`src/rtl/register_file.sv`:
```
// Datapath register file: four data registers R1..R4 and four temporaries T1..T4 sharing
// one clear/load/decrement/increment operation per clock, with two combinational read ports.
module register_file #(
  parameter int WIDTH = 8
) (
  input  logic             CLK,
  input  logic             RSTn,
  input  logic [WIDTH-1:0] I,
  input  logic [1:0]       FunSel,
  input  logic [3:0]       RegSel,
  input  logic [3:0]       TSel,
  input  logic [2:0]       O1Sel,
  input  logic [2:0]       O2Sel,
  output logic [WIDTH-1:0] O1,
  output logic [WIDTH-1:0] O2
);

  localparam logic [1:0] FUN_CLEAR = 2'b00;
  localparam logic [1:0] FUN_LOAD  = 2'b01;
  localparam logic [1:0] FUN_DEC   = 2'b10;
  localparam logic [1:0] FUN_INC   = 2'b11;

  // Storage is indexed by read-select code: 0..3 = T1..T4, 4..7 = R1..R4.
  logic [WIDTH-1:0] r_regs [8];
  logic [7:0]       w_en;

  assign w_en = {RegSel[0], RegSel[1], RegSel[2], RegSel[3],
                 TSel[0],   TSel[1],   TSel[2],   TSel[3]};

  // One register cell per entry; each operates on its own old value.
  for (genvar g = 0; g < 8; g++) begin : g_cell
    always_ff @(posedge CLK or negedge RSTn) begin
      if (!RSTn) begin
        r_regs[g] <= '0;
      end else if (w_en[g]) begin
        case (FunSel)
          FUN_CLEAR: r_regs[g] <= '0;
          FUN_LOAD:  r_regs[g] <= I;
          FUN_DEC:   r_regs[g] <= r_regs[g] - 1'b1;
          FUN_INC:   r_regs[g] <= r_regs[g] + 1'b1;
          default:   r_regs[g] <= r_regs[g];
        endcase
      end
    end
  end

  assign O1 = r_regs[O1Sel];
  assign O2 = r_regs[O2Sel];

endmodule

```
`config.mk`:
```
export PLATFORM = sky130hd
export DESIGN_NAME = register_file
export DESIGN_NICKNAME = d
export VERILOG_FILES = /design/src/rtl/register_file.sv
export SDC_FILE = /design/constraint.sdc
export NUM_CORES = 1
export LEC_CHECK = 0
export ABC_AREA = 1
export BUFFER_PORTS_ARGS = -buffer_cell sky130_fd_sc_hd__buf_4
export CELL_PAD_IN_SITES_DETAIL_PLACEMENT = 0
export CELL_PAD_IN_SITES_GLOBAL_PLACEMENT = 1
export CORE_ASPECT_RATIO = 1.25
export CORE_MARGIN = 2
export CORE_UTILIZATION = 44
export DETAILED_ROUTE_END_ITERATION = 16
export GPL_TIMING_DRIVEN = 0
export PLACE_DENSITY_LB_ADDON = 0.1
export SYNTH_ARGS = -nofsm -noshare
export SYNTH_HDL_FRONTEND = slang
export SYNTH_SLANG_ARGS = --single-unit
```
`constraint.sdc`:
```
create_clock -name CLK -period 2.4 [get_ports CLK]
set_clock_uncertainty 0.2 [all_clocks]
set_input_delay 0.12 -clock CLK [delete_from_list [all_inputs] [get_ports CLK]]
set_output_delay 0.12 -clock CLK [all_outputs]
set_load 0.005 [all_outputs]
```
==> metrics.cfg <==
[run_status]
status = complete, no violations

[routing]
avgViaCountPerCell = 5.37
postRouteAntennaNets = 0
drt_iter0_drc = 484
post-route-drc-count = 0
dr.pass1.iters = 5
wl_mm = 21.7
post_drt_wl_per_cell_um = 17.3
vias = 6712

[sta]
report.final.slew_viol_count = 0
finalSetupViolCount = 0
setup-tns-final_ns = 0
hold_violations = 0
post-route-period-util_pct = 87.7
slew-limit-headroom_pct = 37.1
min_period_ns = 2.10
tightest_slew_ns = 0.941
fmax_mhz = 475
rsz0062_at_grt = false

[floorplanning]
fp.dieW_um = 112
start_util_pct = 44.6
coreArea_um2 = 14300
dieArea_um2 = 15500
rows = 49
io-pin-count = 42
die_h_um = 139

[clocking]
h-tree-depth = 3
clk_latency_ns = 0.33
post_cts_buffers = 0
cts_buffer_depth = 2
clock-root-buffer = clkbuf_16
cts_made_buffers = 9
clkTransAtPathRegs_ns = 0.05
cts_tree = built
clkSinkCount = 64

[run]
maxCapViolCount = 0

[min_path]
worstHoldPathType = in2reg

[finish]
layout_common_cells = nand2_1 (274), inv_1 (142), o21ai_0 (117), a21oi_1 (114), nor2_1 (70)
area_growth_pct = 13.9
fillCellCount = 1548
final_common_cell = nand2_1
largest_reg_flops = 64
drive_gt1_share_pct = 7.46
nets = 1155
stdcell_count = 1250
regMostFlops = r_regs
diodes = 0
reg_top3 = r_regs (64)

[power_and_ir_drop]
vdd_drop_max_v = 0.000431
power_leakage_nw = 3.88
power_density_nw_per_um2 = 720

[synth]
synth_flop_cell = dfrtp_1
synth.top_cells.by_area = dfrtp_1 (25%), nand2_1 (16%), ha_1 (10%)
ys_types = 30
synth-compound-area-share_pct = 21.9
ys_ff_latch = 64
synthSimpleGateAreaFrac_pct = 27.9
syn_area_per_cell_um2 = 6.31
seq_area_frac_synth_pct = 25.1
synth_edf_count = 0
synth_fa_ha_area_share_pct = 12.5
synth_top_area_share_pct = 25.1
synth_area_um2 = 6370
netlist_instances = 1010
ys_warn_count = 0
synth_top_area_cell = dfrtp_1
synth_top_family_by_area = simple AND/OR/NAND/NOR gates
synth_fp_nets = 1095
synth-async-reset-ratio_pct = 100
synth_xor_area_share_pct = 1.37
synth.mux.area_fraction_pct = 0

[grt]
track_usage_pct = 28.5
grt_max_degree = 65
grt_pass1_vias = 6297
antenna_found_initial = 0
grt-ovfl-total = 0
grt_pass1_wl_mm = 34.4

[worst_setup_path]
required_ns = 2.46
end_kind = register
worstSetupPathType = in2reg
critPathLaunchType = primary input
cp.arrival_ns = 2.16
critical_path.max_fanout = 62

[placement]
gp_congestion = 0.913
dpl.hpwl_mm = 15.9
place_inst = 1226
portBuffers = 38

==> area by class of cell <==
cell class,count,area [µm²],area share (%)
inverters,145,547,7.53
plain buffers,35,165,2.27
multi-input cells,766,4070,56.0
well taps,178,223,3.07
flip-flops and latches,64,1600,22.1
clock buffers,12,256,3.53
repair buffers,49,395,5.44
clock inverters,1,5.00,0.0689
==> Yosys cell counts (2+ instances only) <==
library cell / instances
nand2_1: 274
inv_1: 142
o21ai_0: 117
a21oi_1: 114
nor2_1: 70
dfrtp_1: 64
nand3_1: 52
ha_1: 51
a31oi_1: 28
clkbuf_1: 18
nand3b_1: 14
buf_2: 12
fa_1: 8
nand2_2: 8
nand4_1: 7
xor2_1: 6
o211ai_1: 4
xnor2_1: 4
buf_4: 3
inv_2: 2
o21ai_1: 2
or2_2: 2
==> through the flow <==
stage / utilization [%] / instance area [µm²] / setup WS (ns) / hold slack, ns / total power [mW]
after floorplan: - / 6370 / 0.230 / -0.376 / 3.28
after global placement: 48.2 / 6880 / -0.408 / 0.0902 / 3.97
after detailed placement: 48.2 / 6880 / -0.405 / 0.106 / 3.99
after CTS: 50.8 / 7260 / 0.310 / 0.0589 / 5.23
after global routing: 50.8 / 7260 / 0.126 / 0.0672 / 5.69
final: 50.8 / 7260 / 0.296 / 0.0752 / 5.23
==> layer usage <==
metal	GRT usage (%)	share of wire [%]	vias up
met3	3.23	5.1	25
met2	46.8	47	187
met1	40.4	46	3065
li1	-	-	3435
met4	7.08	2.1	0
met5	0	0	-
==> worst max-delay path, cell delays in order <==
cell and delay [ns]:
buf_4 0.14, nand2_8 0.37, inv_1 0.35, fa_1 0.50, inv_1 0.07, nand3_1 0.06, nand2_1 0.12, nand2_1 0.08
nand3b_1 0.08, nand3_1 0.07, a21oi_1 0.15
==> where the power goes <==
part	switching (mW)	leakage (nW)	internal, mW
clock	0.474	0.130	0.737
sequential	0.291	0.772	1.29
combinational	1.48	2.98	0.949
==> cell families after synthesis <==
logic type | Yosys count
fa+ha+maj | 59
xor+xnor | 10
flops | 64
compound gates | 268
buf+inv | 180
simple gates | 429
==> final timing paths <==
path | from | endpoint | slack [ns] | cells after the start
max | FunSel[0] | r_regs[14] | 0.30 | 11
min | I[1] | r_regs[33] | 0.08 | 3
max reg2reg | r_regs[32] | r_regs[36] | 0.47 | 9
min reg2reg | r_regs[55] | r_regs[55] | 0.30 | 2
max in group asynchronous | RSTn | r_regs[48] | 1.16 | 2
min in group asynchronous | RSTn | r_regs[61] | 0.24 | 2
==> repair_timing <==
item / 4_1_cts / 5_1_grt
resized for setup: 1 / 0
hold buffers: 11 / 0
setup endpoints to repair: 6 / 0
endpoints found under the hold margin: 109 / 0
Note: power is estimated with default switching activity, not from simulation.
